[src/rtl/hamming74_pkg.sv]
// hamming74_pkg: shared Hamming(7,4) constants, encode/syndrome helpers and the transmitter FSM state type.
//   N/K       : codeword and data widths
//   NO_INJ    : injection position meaning "no flip"
//   state_t   : S_IDLE, S_SHIFT, S_GAP
package hamming74_pkg;

    localparam int         N      = 7;
    localparam int         K      = 4;
    localparam logic [2:0] NO_INJ = 3'd7;

    typedef enum logic [1:0] {S_IDLE, S_SHIFT, S_GAP} state_t;

    // c[6:3] = d[3:0]; parity bits chosen so every receiver syndrome is 0 on a clean word.
    function automatic logic [N-1:0] ham74_encode(input logic [K-1:0] d);
        return {d, d[1] ^ d[2] ^ d[3], d[0] ^ d[1] ^ d[2], d[0] ^ d[2] ^ d[3]};
    endfunction

    // s[0] = c0^c3^c5^c6, s[1] = c1^c3^c4^c5, s[2] = c2^c4^c5^c6
    function automatic logic [2:0] ham74_syndrome(input logic [N-1:0] r);
        return {r[2] ^ r[4] ^ r[5] ^ r[6], r[1] ^ r[3] ^ r[4] ^ r[5], r[0] ^ r[3] ^ r[5] ^ r[6]};
    endfunction

endpackage

[src/rtl/hamming74_enc.sv]
// hamming74_enc: combinational Hamming(7,4) encoder.
//   i_d [3:0] : data word
//   o_c [6:0] : codeword, c[6:3] = data, c[2:0] = parity
module hamming74_enc
    import hamming74_pkg::*;
(
    input  logic [K-1:0] i_d,
    output logic [N-1:0] o_c
);

    assign o_c = ham74_encode(i_d);

endmodule

[src/rtl/hamming74_serial_tx.sv]
// hamming74_serial_tx: accepts 4-bit words on valid/ready, Hamming(7,4)-encodes them with optional single-bit
// error injection, and shifts each codeword out MSB first, one bit per clock.
//   clk, reset         : clock, synchronous active-high reset
//   i_in_valid/o_in_ready, i_in_data : input handshake and data word
//   i_inj_en, i_inj_pos: flip codeword bit i_inj_pos (7 = no flip), sampled with the data
//   o_tx, o_tx_valid, o_tx_sof : registered serial bit, bit-valid, first-bit marker
//   o_busy             : FSM not idle
//   o_cw_dbg           : codeword being sent (after injection), holds when idle
module hamming74_serial_tx
    import hamming74_pkg::*;
#(
    parameter int GAP   = 0,
    parameter int GAP_W = 4
) (
    input  logic         clk,
    input  logic         reset,
    input  logic         i_in_valid,
    input  logic [K-1:0] i_in_data,
    input  logic         i_inj_en,
    input  logic [2:0]   i_inj_pos,
    output logic         o_in_ready,
    output logic         o_tx,
    output logic         o_tx_valid,
    output logic         o_tx_sof,
    output logic         o_busy,
    output logic [N-1:0] o_cw_dbg
);

    // The IDLE cycle in which the next word is accepted is itself the last idle bit-time, so the GAP
    // state only needs to cover GAP-1 cycles for the line to stay quiet for exactly GAP cycles.
    localparam logic [GAP_W-1:0] GAP_LAST = GAP_W'(GAP > 1 ? GAP - 2 : 0);

    state_t           r_state;
    logic [2:0]       r_bit_cnt;
    logic [GAP_W-1:0] r_gap_cnt;
    logic [N-1:0]     r_sr;
    logic             r_tx;
    logic             r_tx_valid;
    logic             r_tx_sof;
    logic [N-1:0]     r_cw_dbg;

    logic [N-1:0]     w_c;
    logic [N-1:0]     w_cw;
    logic             w_last;
    logic             w_xfer;

    hamming74_enc u_enc (
        .i_d (i_in_data),
        .o_c (w_c)
    );

    assign w_cw       = w_c ^ ((i_inj_en && i_inj_pos != NO_INJ) ? N'(1) << i_inj_pos : '0);
    assign w_last     = r_state == S_SHIFT && r_bit_cnt == 3'd6;
    assign o_in_ready = r_state == S_IDLE || (w_last && GAP == 0);
    assign w_xfer     = i_in_valid && o_in_ready;

    assign o_tx       = r_tx;
    assign o_tx_valid = r_tx_valid;
    assign o_tx_sof   = r_tx_sof;
    assign o_busy     = r_state != S_IDLE;
    assign o_cw_dbg   = r_cw_dbg;

    always_ff @(posedge clk) begin
        if (reset) begin
            r_state    <= S_IDLE;
            r_bit_cnt  <= '0;
            r_gap_cnt  <= '0;
            r_sr       <= '0;
            r_tx       <= 1'b0;
            r_tx_valid <= 1'b0;
            r_tx_sof   <= 1'b0;
            r_cw_dbg   <= '0;
        end else if (w_xfer) begin
            // c[6] goes straight to the output register; the shifter keeps the remaining six bits.
            r_state    <= S_SHIFT;
            r_bit_cnt  <= '0;
            r_sr       <= {w_cw[N-2:0], 1'b0};
            r_tx       <= w_cw[N-1];
            r_tx_valid <= 1'b1;
            r_tx_sof   <= 1'b1;
            r_cw_dbg   <= w_cw;
        end else begin
            case (r_state)
                S_SHIFT: begin
                    r_tx_sof <= 1'b0;
                    if (w_last) begin
                        r_state    <= GAP > 1 ? S_GAP : S_IDLE;
                        r_bit_cnt  <= '0;
                        r_gap_cnt  <= '0;
                        r_tx       <= 1'b0;
                        r_tx_valid <= 1'b0;
                    end else begin
                        r_bit_cnt <= r_bit_cnt + 3'd1;
                        r_sr      <= r_sr << 1;
                        r_tx      <= r_sr[N-1];
                    end
                end
                S_GAP: begin
                    r_gap_cnt <= r_gap_cnt + 1'b1;
                    if (r_gap_cnt == GAP_LAST) r_state <= S_IDLE;
                end
                default: r_state <= S_IDLE;
            endcase
        end
    end

endmodule
[config.mk]
export PLATFORM = sky130hd
export DESIGN_NAME = hamming74_serial_tx
export DESIGN_NICKNAME = d
export VERILOG_FILES = /design/src/rtl/hamming74_pkg.sv /design/src/rtl/hamming74_enc.sv /design/src/rtl/hamming74_serial_tx.sv
export SDC_FILE = /design/constraint.sdc
export NUM_CORES = 1
export LEC_CHECK = 0
export ABC_CLOCK_PERIOD_IN_PS = 1800
export BUFFER_PORTS_ARGS = -buffer_cell sky130_fd_sc_hd__buf_2
export CAP_MARGIN = 0
export CELL_PAD_IN_SITES_DETAIL_PLACEMENT = 0
export CELL_PAD_IN_SITES_GLOBAL_PLACEMENT = 1
export CORE_MARGIN = 2
export CORE_UTILIZATION = 35
export CTS_BUF_LIST = sky130_fd_sc_hd__clkbuf_4 sky130_fd_sc_hd__clkbuf_8 sky130_fd_sc_hd__clkbuf_16
export DETAILED_ROUTE_END_ITERATION = 16
export GPL_TIMING_DRIVEN = 0
export HOLD_SLACK_MARGIN = 0.15
export PLACE_DENSITY = 0.67
export RECOVER_POWER = 50
export SLEW_MARGIN = 25
export SYNTH_ARGS = -nofsm -noshare
export SYNTH_HDL_FRONTEND = slang
export SYNTH_HIERARCHICAL = 1
export SYNTH_SLANG_ARGS = --single-unit
[constraint.sdc]
create_clock -name clk -period 1.8 [get_ports clk]
set_input_delay 0.18 -clock clk [delete_from_list [all_inputs] [get_ports clk]]
set_output_delay 0.18 -clock clk [all_outputs]
set_load 0.02 [all_outputs]
== Word-level counts from Yosys, hierarchy flattened ==
Index checks and enable logic that the tools add are counted.
Storage, ports and cells
  word-level logic and storage cells: 64
  bits in registers: 25
Cells by class
  $add $sub $neg: 2
  bitwise logic cells: 8
  reductions and logical operators: 16
  equal/unequal tests: 9
  muxes and demuxes: 19
  shift-type cells: 1
Operators by type and width (count)
  $mux 7: 4
  $mux 1: 9
  $ne 3x3->1 const B: 3
  $pmux 4 s2: 1
  $reduce_and 2->1: 4
  $reduce_bool 2->1: 4
  $shl 1x3->7 const A: 1
  $xor 7x7->7: 1
  $xor 1x1->1: 6
  $add 4x1->4 const B: 1
  $logic_not 4->1: 1
  $mux 2: 2
  $mux 4: 1
  $ne 2x2->1 const B: 2
  $pmux 2 s2: 1
  $add 3x1->3 const B: 1
  $eq 3x3->1 const B: 1
  $logic_and 1x1->1: 3
  $mux 3: 1
  $reduce_and 3->1: 1
  $eq 2x1->1 const B: 1
  $eq 2x2->1 const B: 1
  $logic_not 2->1: 1
  $ne 2x1->1 const B: 1
  other kinds (3): 3

== Longest topological paths before layout ==
Gate-level depths: netlist (run 1).
  depth in word-level cells: 6
  mapped depth: 7

== Modules after synthesis ==
The synthesis (run 1) kept the hierarchy.
By module, submodules not included
  hamming74_serial_tx: area each 1033.5 um^2, seq. area each 400.4 um^2, instances 1, cells an instance 103
  hamming74_enc: area each 101.3 um^2, seq. area each 0.0 um^2, instances 1, cells an instance 7

== Worst setup path before layout (run 1) ==
OpenSTA, ideal clock, no wires.
  path type: reg-to-reg
  from: register r_bit_cnt[0]
  to: register r_sr[5]
  stages on the path, launching flop included: 7
  path buffers: 1
  slack: 0.358 ns
  data arrival time: 1.363 ns
  setup time: 0.080 ns
  data required time: 1.720 ns
  path through: dfxtp_1 inv_1 ha_1 a21boi_4 buf_6 or4b_1 o211ai_1
Between the ends
  cells in the longest elaborated chain, start to end: 6
  elaborated cells between the ends (all ways): 8
RTL lines
  start, declared: RTL line hamming74_serial_tx.sv:34  | logic [2:0] r_bit_cnt;
  start signal, assigned: RTL line hamming74_serial_tx.sv:93  | r_bit_cnt <= r_bit_cnt + 3'd1;
  $eq 3x3->1 *: RTL line hamming74_serial_tx.sv:53  | assign w_last = r_state == S_SHIFT && r_bit_cnt == 3'd6;
  $logic_and 1x1->1 *: RTL line hamming74_serial_tx.sv:53
  $logic_or 1x1->1: RTL line hamming74_serial_tx.sv:54  | assign o_in_ready = r_state == S_IDLE || (w_last && GAP == 0);
  $logic_and 1x1->1: RTL line hamming74_serial_tx.sv:55  | assign w_xfer = i_in_valid && o_in_ready;
  $ne 2x1->1 (no line) / $reduce_bool 2->1 (equally long branches)
  $reduce_and 2->1 (no line)
  end signal, assigned: RTL line hamming74_serial_tx.sv:77  | r_sr <= {w_cw[N-2:0], 1'b0};
  end signal, assigned: RTL line hamming74_serial_tx.sv:94  | r_sr <= r_sr << 1;
  end, declared: RTL line hamming74_serial_tx.sv:36  | logic [N-1:0] r_sr;
Mark *: on every way between the ends. The rest lies on a longest branch, timed or not.
A chain may end at the register's enable or synchronous reset.

== Final worst setup path (run 1) ==
Ends and elaborated chain as after synthesis.

==> metrics.cfg, run 1 <==
[hold_path]
min_path_type=primary input to register

[cts]
cts_made_buffers=3
path_clk_slew_ps=120
cts_tree=built
clockBufferDepth=2
cts.sinks=20
clkLatencyLatePin_ps=300
htree_levels=1
postCtsHoldBufs=0
root_buffer=clkbuf_4

[yosys]
ys_ff_latch=20
synth_edf_count=0
synth_cell_types=37
syn-num-nets=123
syn_area_per_cell_um2=10.3
synth_cells=110
netlist_area_um2=1130
ys_seq_area_share_pct=35.3
ys.flop_type=dfxtp_1
synthArstFlopShare_pct=0
yosysWarnings=6

[layout]
mostFrequentLayoutCells=20 x dfxtp_1, 14 x buf_2, 14 x clkbuf_1
n_antenna_cell=0
drive_above_1_share_pct=27.0
design_area_um2=1350
utilization_pct=43.7
final_common_cell=dfxtp_1
flow.area_growth_from_synthesis_pct=18.5
fin_nets=151

[worst_setup_path]
critPathMaxFanout=10
critPathKind=register to register
cp_data_required_time_ps=2030
path_cells=inv_1 > ha_2 > a21boi_4 > clkbuf_1 > buf_6 > or4b_1 > o211ai_1
critPathLaunchType=register
slowest_stage=or4b_1
worst_setup_path_end_kind=register
cp_data_arrival_time_ps=1920
crit_buf_inv=3
slowest_delay_ps=490
crit_family=simple AND/OR/NAND/NOR gates

[die]
io_pins=23
dieHeight_um=60.9
start_util_pct=36.9
core-area_um2=3080
die_w_um=60.9
rows=20
dieArea_um2=3710

[power]
switching_share_pct=27.0
p_int_mw=0.807
p_total_mw=1.11
p_comb_share_pct=21.6
power_frac_seq_pct=44.8
vdd_drop_max_mv=0.330
switching_power_mw=0.299
pwr-share-clk_pct=33.6
cellPowerDensity_nw_per_um2=822
p_leak_nw=0.498

[global_route]
top_usage_layer=met2
grtUsageMet2_pct=24.7
grt_remaining_overflow=0
grt_util_met3_pct=1.28
gr-usage-met1_pct=18.6
grt_util_all_layers_pct=14.6
grt_max_degree=13
antenna_found_initial=0
grt_pass1_vias=848
grt_pass1_wl_um=3940

[timing]
period_share_pct=93.6
whs_ps=235
rsz0062_at_grt=false
skew_ps=1.38
final-max-slew-violation-count=0
worstMarginPinSlew_ps=484
finalHoldViolCount=0
setup_tns_ps=0
finalCriticalPeriod_ps=1680
fmax_mhz=594
max-slew-margin-rel_pct=67.7
setup_violations=0

[route]
vias=906
drc=0
vias_per_cell=5.01
wirelength_um=2490
ant_nets=0
drt_iter0_markers=22
wl_per_cell_um=13.7
firstDrtPassIters=3

[place]
dp_hpwl_um=1880
dpl_cell_area_um2=1300
io_buffers=22
place_congestion=0.730

[run_status]
status=finished, final reports clean

[job]
max-cap-violations=0

[sequential cells by signal, summed over array words and instances, names as in the netlist]
name        cells
o_cw_dbg        7
o_tx            1
o_tx_sof        1
o_tx_valid      1
r_bit_cnt       3
r_sr            6
r_state         1
[cells by family after synthesis]
logic type | count (synthesis) | share of synthesized area [%]
mux | 1 | 0.992
flops | 20 | 35.3
buf+inv | 13 | 7.28
compound gates | 28 | 18.3
xor+xnor | 10 | 11.7
simple gates | 36 | 24.3
fa+ha+maj | 2 | 2.20
[cell type report]
cell class                      count  area [um^2]
Clock buffer                        3         22.5
Sequential cell                    20          400
Tap cell                           44         55.1
Fill cell                         309         1730
Clock inverter                      1         30.0
Multi-Input combinational cell     77          654
Buffer                             11         75.1
Inverter                            2         7.51
Timing Repair Buffer               23          100
[worst paths after layout]
check | startpoint | cells past startpoint | end | slack, ps
max reg2reg | r_bit_cnt[0] | 7 | r_sr[5] | 120
min reg2reg | o_tx_sof | 2 | o_tx_sof | 480
max | r_bit_cnt[0] | 7 | r_sr[5] | 120
min | i_in_valid | 3 | r_sr[2] | 240
[power groups by stage]
stage               Combinational, mW  Clock (mW)  Sequential, mW
finish                          0.239       0.371           0.496
global route                    0.261       0.396           0.501
CTS                             0.250       0.382           0.495
detailed placement              0.246           0           0.505
global placement                0.243           0           0.504
floorplan                       0.143           0           0.528
[tightest hold or removal path: cells and delay by family]
family / cells / cell delay (ps)
buffers and inverters: 1 / 120
AND/OR/NAND/NOR: 1 / 120
AO/OA/AOI/OAI: 1 / 80
[metrics by stage]
step | std cells | setup WS (ps)
3_5_place_dp | 176 | 237
6_report | 181 | 116
5_1_grt | 181 | 22.2
3_3_place_gp | 176 | 239
2_1_floorplan | 110 | 358
4_1_cts | 181 | 35.6
[routing by layer]
metal	vias up	share of wire [%]
met5	-	0
met4	0	1.3
met3	2	2.0
met2	14	49
met1	430	47
li1	460	-
[repair_timing]
action	4_1_cts	5_1_grt
gates cloned	0	0
pin swaps	1	0
gates resized for setup	0	1
hold endpoints to repair	0	0
buffers inserted	1	0
endpoints found under the setup margin	1	1
[Yosys cell counts, types with 2 or more instances]
cell type	number	share of area (%)
o211ai_1	5	3.3
nand3b_1	6	4.0
xor3_1	3	6.3
ha_1	2	2.2
or4b_1	5	4.4
buf_6	2	2.0
nand4b_1	3	2.3
xor2_1	3	2.3
and4bb_2	3	3.3
nand2_1	3	0.99
clkbuf_1	2	0.66
nor3_1	2	0.88
xnor2_1	4	3.1
dfxtp_1	20	35
a21oi_1	10	4.4
buf_4	4	2.6
a211oi_1	6	4.0
buf_2	3	1.3
nor2_1	6	2.0
Note: power is estimated with default switching activity, not from simulation.
==> inputs of run 2 (changes only) <==
--- a/config.mk
+++ b/config.mk
@@ -16,10 +16,9 @@
 export DETAILED_ROUTE_END_ITERATION = 16
 export GPL_TIMING_DRIVEN = 0
 export HOLD_SLACK_MARGIN = 0.15
-export PLACE_DENSITY = 0.67
+export PLACE_DENSITY = 0.69
 export RECOVER_POWER = 50
 export SLEW_MARGIN = 25
 export SYNTH_ARGS = -nofsm -noshare
 export SYNTH_HDL_FRONTEND = slang
-export SYNTH_HIERARCHICAL = 1
 export SYNTH_SLANG_ARGS = --single-unit
==> run 2 against run 1 <==
Non-clock buffer count shrank 1. Global-route usage shrank 0.88 points. Sequential cell count stayed put.
==> metrics.cfg, run 2 <==
[place]
place_congestion=0.704  ; -3.5%
dp_hpwl_um=1590  ; -15%
placed_cells=162  ; -8.0%
dpl_cell_area_um2=1190  ; -8.4%
io_buffers=20  ; -9.1%

[die]
dieArea_um2=3460  ; -6.8%
dieHeight_um=58.8  ; -3.5%
core-area_um2=2810  ; -8.9%
start_util_pct=37.5  ; +0.64 points
die_w_um=58.8  ; -3.5%
io_pins=23  ; unchanged
rows=19  ; -5.0%

[timing]
period_share_pct=91.7  ; -1.8 points
skew_ps=12.6  ; +11.2 ps
finalHoldViolCount=0  ; unchanged
max-slew-margin-rel_pct=65.6  ; -2.1 points
whs_ps=279  ; +43.8 ps
fmax_mhz=606  ; +2.0%
setup_tns_ps=0  ; unchanged
finalCriticalPeriod_ps=1650  ; -33.2 ps
setup_violations=0  ; unchanged
worstMarginPinSlew_ps=516  ; +31.9 ps
final-max-slew-violation-count=0  ; unchanged

[yosys]
synthArstFlopShare_pct=0  ; unchanged
yosysWarnings=0  ; -6
syn_area_per_cell_um2=9.48  ; -8.1%
syn-num-nets=124  ; +0.81%
synthTopCellsByCount=20 x dfxtp_1, 16 x nor2_1, 9 x nand2_1
synth_top_cell_by_area=dfxtp_1
ys_ff_latch=20  ; unchanged
synth_cell_types=32  ; -14%
synthTopCellsByArea=dfxtp_1 38%, nor2_1 5.7%, xnor3_1 4.3%
synth_cells=111  ; +0.91%
yosys.area.top_type_share_pct=38.0  ; +2.8 points
netlist_area_um2=1050  ; -7.3%
yosysMostFrequentCell=dfxtp_1
ys.flop_type=dfxtp_1
synth_edf_count=0  ; unchanged
ys_seq_area_share_pct=38.0  ; +2.8 points

[layout]
fin_nets=156  ; +3.3%
fillers=295  ; -4.5%
utilization_pct=47.1  ; +3.4 points
stdcell_count=173  ; -4.4%
flow.area_growth_from_synthesis_pct=25.6
n_antenna_cell=0  ; unchanged
final_common_cell=dfxtp_1
largest_reg_flops=7  ; unchanged
drive_above_1_share_pct=26.8  ; -0.25 points
mostFrequentLayoutCells=19 x dfxtp_1, 16 x nor2_1, 13 x clkbuf_1
design_area_um2=1320  ; -1.8%

[route]
drc=0  ; unchanged
vias=878  ; -3.1%
drt_iter0_markers=25  ; +14%
ant_nets=0  ; unchanged
wirelength_um=2240  ; -10%
firstDrtPassIters=2  ; -1
wl_per_cell_um=12.9  ; -5.8%
vias_per_cell=5.08  ; +1.4%

[worst_setup_path]
critPathLaunchType=register
crit_buf_inv=4  ; +1
critPathMaxFanout=10  ; unchanged
cp_common_cell=buf_6
slowest_delay_ps=340  ; -150 ps
critPathKind=register to primary output
cp_data_arrival_time_ps=1470  ; -450 ps
slowest_stage=dfxtp_2
worst_setup_path_end_kind=primary output
path_cells=inv_1 > ha_2 > nand2_1 > and2_1 > buf_6 > inv_8 > buf_6
crit_family=buffers and inverters
cp_data_required_time_ps=1620  ; -410 ps

[cts]
clockBufferDepth=2  ; unchanged
clkLatencyLatePin_ps=310  ; about the same
cts_made_buffers=3  ; unchanged
cts.sinks=20  ; unchanged
path_clk_slew_ps=120  ; about the same
cts_tree=built
htree_levels=1  ; unchanged
root_buffer=clkbuf_4

[global_route]
antenna_found_initial=0  ; unchanged
gr-usage-met1_pct=16.8  ; -1.8 points
grt_pass1_vias=805  ; -5.1%
grt_remaining_overflow=0  ; unchanged
grt_pass1_wl_um=3610  ; -8.4%
grt_max_degree=13  ; unchanged
grt_util_met3_pct=2.64  ; +1.4 points
grtUsageMet2_pct=23.0  ; -1.7 points
grt_util_all_layers_pct=13.8  ; -0.88 points
top_usage_layer=met2

[power]
p_leak_nw=0.521  ; +4.6%
cellPowerDensity_nw_per_um2=841  ; +2.4%
vdd_drop_max_mv=0.341  ; +3.2%

[hold_path]
min_path_type=primary input to register

[run_status]
status=finished, final reports clean

[job]
max-cap-violations=0  ; unchanged

## run 2: power breakdown
group	switching [mW]	internal, mW
combinational	0.136	0.114
clock	0.141	0.225
sequential	0.0196	0.477
total	0.296	0.816
## run 2: worst register-to-register path, stage by stage (launching register included)
cell,delay (ps)
dfxtp_2,340
inv_1,70
ha_2,200
nand2_1,70
and2_1,170
buf_6,130
inv_8,70
and2_4,180
buf_8,120
nor2_2,40
a211oi_2,180
## run 2: stage by stage
step | power [mW] | setup WS, ps
floorplan | 0.670 | 253
global placement | 0.734 | 161
detailed placement | 0.737 | 131
CTS | 1.10 | 49.9
global route | 1.17 | -4.97
finish | 1.11 | 149
## run 2: routing by layer
layer | wire [um] | part of all wire (%)
met5 | 0 | 0
met4 | 31 | 1.4
met3 | 69 | 3.1
met2 | 1050 | 47
met1 | 1090 | 49
## run 2: area by class of cell
class / count / area, um^2 / area share, %
sequential: 20 / 402 / 30.4
tap: 31 / 38.8 / 2.94
inverter: 2 / 15.0 / 1.14
buffer: 6 / 55.1 / 4.17
timing repair buffer: 27 / 168 / 12.7
clock buffer: 3 / 22.5 / 1.70
clock inverter: 1 / 30.0 / 2.27
multi-input combinational: 83 / 591 / 44.7
## run 2: kinds of logic after synthesis
group	share of synthesized area, %
compound gates	14.6
xor+xnor	11.8
fa+ha+maj	2.38
buf+inv	6.06
flops	38.0
mux	2.14
simple gates	25.0
## run 2: path summary, 6_finish.rpt
path         slack [ps]  depth (start not counted)    startpoint            to
min                 280                          2         reset  r_bit_cnt[1]
min reg2reg         450                          2       r_sr[4]       r_sr[5]
max reg2reg         160                         10  r_bit_cnt[0]   o_cw_dbg[5]
max                 150                          7  r_bit_cnt[0]    o_in_ready
## run 2: what timing repair did
action	CTS	global route
hold buffers	2	0
setup endpoints to repair	0	8
setup buffers	0	4
hold endpoints to repair	10	0
gates resized for setup	0	6
==> inputs of run 3 (changes only) <==
--- a/config.mk
+++ b/config.mk
@@ -5,7 +5,7 @@
 export SDC_FILE = /design/constraint.sdc
 export NUM_CORES = 1
 export LEC_CHECK = 0
-export ABC_CLOCK_PERIOD_IN_PS = 1800
+export ABC_CLOCK_PERIOD_IN_PS = 2000
 export BUFFER_PORTS_ARGS = -buffer_cell sky130_fd_sc_hd__buf_2
 export CAP_MARGIN = 0
 export CELL_PAD_IN_SITES_DETAIL_PLACEMENT = 0
@@ -22,3 +22,4 @@
 export SYNTH_ARGS = -nofsm -noshare
 export SYNTH_HDL_FRONTEND = slang
 export SYNTH_SLANG_ARGS = --single-unit
+export TNS_END_PERCENT = 1
==> constraint.sdc (replaced) <==
create_clock -name clk -period 2 [get_ports clk]
set_input_delay 0.2 -clock clk [delete_from_list [all_inputs] [get_ports clk]]
set_output_delay 0.2 -clock clk [all_outputs]
set_load 0.02 [all_outputs]
==> run 3 against run 2 <==
Via count down 3.2%. Final cell count decreased by 2.9%. Clock power shrank 9.8%. Largest cell class unchanged. Sequential cell count did not move. First-iteration DRC count shrank 8.0%. Highest routed layer unchanged. Core utilization decreased by 2.7 points.
==> metrics.cfg, run 3 (same netlist as run 2, synthesis figures left out) <==
[power]
p_leak_nw=0.480  ; -7.8%
vdd_drop_max_mv=0.297  ; -13%
cellPowerDensity_nw_per_um2=786  ; -6.6%

[place]
dp_hpwl_um=1590  ; unchanged
io_buffers=20  ; unchanged
place_congestion=0.704  ; unchanged
placed_cells=162  ; unchanged

[timing]
finalHoldViolCount=0  ; unchanged
final-max-slew-violation-count=0  ; unchanged
period_share_pct=88.3
whs_ps=300  ; +21.2 ps
finalCriticalPeriod_ps=1770
max-slew-margin-rel_pct=65.0  ; -0.61 points
skew_ps=12.2  ; -0.328 ps
setup_tns_ps=0  ; unchanged
rsz0062_at_grt=false
worstMarginPinSlew_ps=525  ; +9.22 ps
setup_violations=0  ; unchanged
fmax_mhz=566

[layout]
flow.area_growth_from_synthesis_pct=18.4
fin_nets=151  ; -3.2%
fillers=300  ; +1.7%
stdcell_count=168  ; -2.9%
largest_reg_flops=7  ; unchanged
mostFrequentLayoutCells=20 x dfxtp_1, 16 x nor2_1, 14 x clkbuf_1
final_common_cell=dfxtp_1
n_antenna_cell=0  ; unchanged
drive_above_1_share_pct=21.9  ; -4.9 points

[hold_path]
whs_endpoint=o_cw_dbg[6]
min-delay-start=i_in_data[3]
hold_path_depth=4  ; +2
min_path_type=primary input to register

[route]
firstDrtPassIters=2  ; unchanged
wl_per_cell_um=12.6  ; -2.4%
wirelength_um=2120  ; -5.2%
drt_iter0_markers=23  ; -8.0%
drc=0  ; unchanged
vias_per_cell=5.06  ; -0.31%
ant_nets=0  ; unchanged
vias=850  ; -3.2%

[cts]
root_buffer=clkbuf_4
cts.sinks=20  ; unchanged
cts_resized=0  ; unchanged
htree_levels=1  ; unchanged
clockBufferDepth=2  ; unchanged
clkLatencyLatePin_ps=310  ; about the same
cts_made_buffers=3  ; unchanged
path_clk_slew_ps=120  ; about the same
cts_tree=built

[worst_setup_path]
critPathMaxFanout=10  ; unchanged
cp_data_arrival_time_ps=1570  ; +100 ps
crit_path_start=r_bit_cnt[0]
worst_setup_path_end_kind=primary output
worstReg2RegStart=r_bit_cnt[0]
critPathKind=register to primary output
cp_data_required_time_ps=1800  ; +180 ps
worst-r2r-setup-slack_ps=290  ; +130 ps
critPathLaunchType=register
reg2reg_to=o_cw_dbg[3]
reg2regPathDepth=10  ; unchanged

[die]
dieHeight_um=58.8  ; unchanged
rows=19  ; unchanged
start_util_pct=37.5  ; unchanged
core-area_um2=2810  ; unchanged
io_pins=23  ; unchanged
die_w_um=58.8  ; unchanged
dieArea_um2=3460  ; unchanged

[global_route]
grt_pass1_vias=805  ; unchanged
grt_pass1_wl_um=3610  ; unchanged
antenna_found_initial=0  ; unchanged
grt_max_degree=13  ; unchanged
grt_util_all_layers_pct=13.8  ; unchanged
grt_remaining_overflow=0  ; unchanged

[run_status]
status=finished, final reports clean

[job]
max-cap-violations=0  ; unchanged

run 3: changes by cell type in the layout (fill, tap and decap cells not counted), sizes merged:
cell,delta
buf,-5
run 3: worst max path at each step:
stage / endpoint / slack, ps / cells after the start
after CTS: o_in_ready / 230 / 7
after global routing: o_in_ready / 110 / 7
final: o_in_ready / 230 / 7
after detailed placement: o_cw_dbg[3] / 330 / 10
after floorplan: o_cw_dbg[3] / 450 / 10
after global placement: o_cw_dbg[5] / 360 / 10
run 3: report_power, final:
group	total, mW	internal (mW)	leakage, nW	switching (mW)
combinational	0.203	0.0862	0.287	0.117
clock	0.330	0.203	0.0279	0.128
sequential	0.446	0.429	0.165	0.0175
run 3: layout make-up:
type	instances	area (um^2)	share of cell area, %
Buffer	6	47.5	3.82
Clock buffer	3	22.5	1.81
Clock inverter	1	30.0	2.41
Inverter	2	12.5	1.00
Multi-Input combinational cell	83	588	47.2
Sequential cell	20	400	32.1
Tap cell	31	38.8	3.11
Timing Repair Buffer	22	106	8.53
run 3: what timing repair did:
action	4_1_cts	5_1_grt
hold buffers	2	0
buffers inserted	0	0
hold endpoints to repair	8	0
run 3: per-layer routing:
| layer | track usage [%] | routed length, um |
|---|---|---|
| met1 | 16.8 | 1020 |
| met2 | 23.0 | 989 |
| met3 | 2.64 | 67 |
| met4 | 6.82 | 43 |
| met5 | 0 | 0 |
run 3: critical path: stages (launching register included):
cell	delay [ps]
dfxtp_1	360
inv_1	60
ha_1	230
nand2_1	90
and2_0	160
buf_6	160
inv_6	60
buf_2	150
run 3: through the flow:
stage	setup WS [ps]	power [mW]	area [um^2]	utilization, %
finish	233	0.980	1250	44.4
global route	107	1.03	1250	44.4
detailed placement	331	0.663	1190	42.5
floorplan	453	0.603	1050	-
global placement	361	0.660	1190	42.5
CTS	230	0.993	1260	45.0
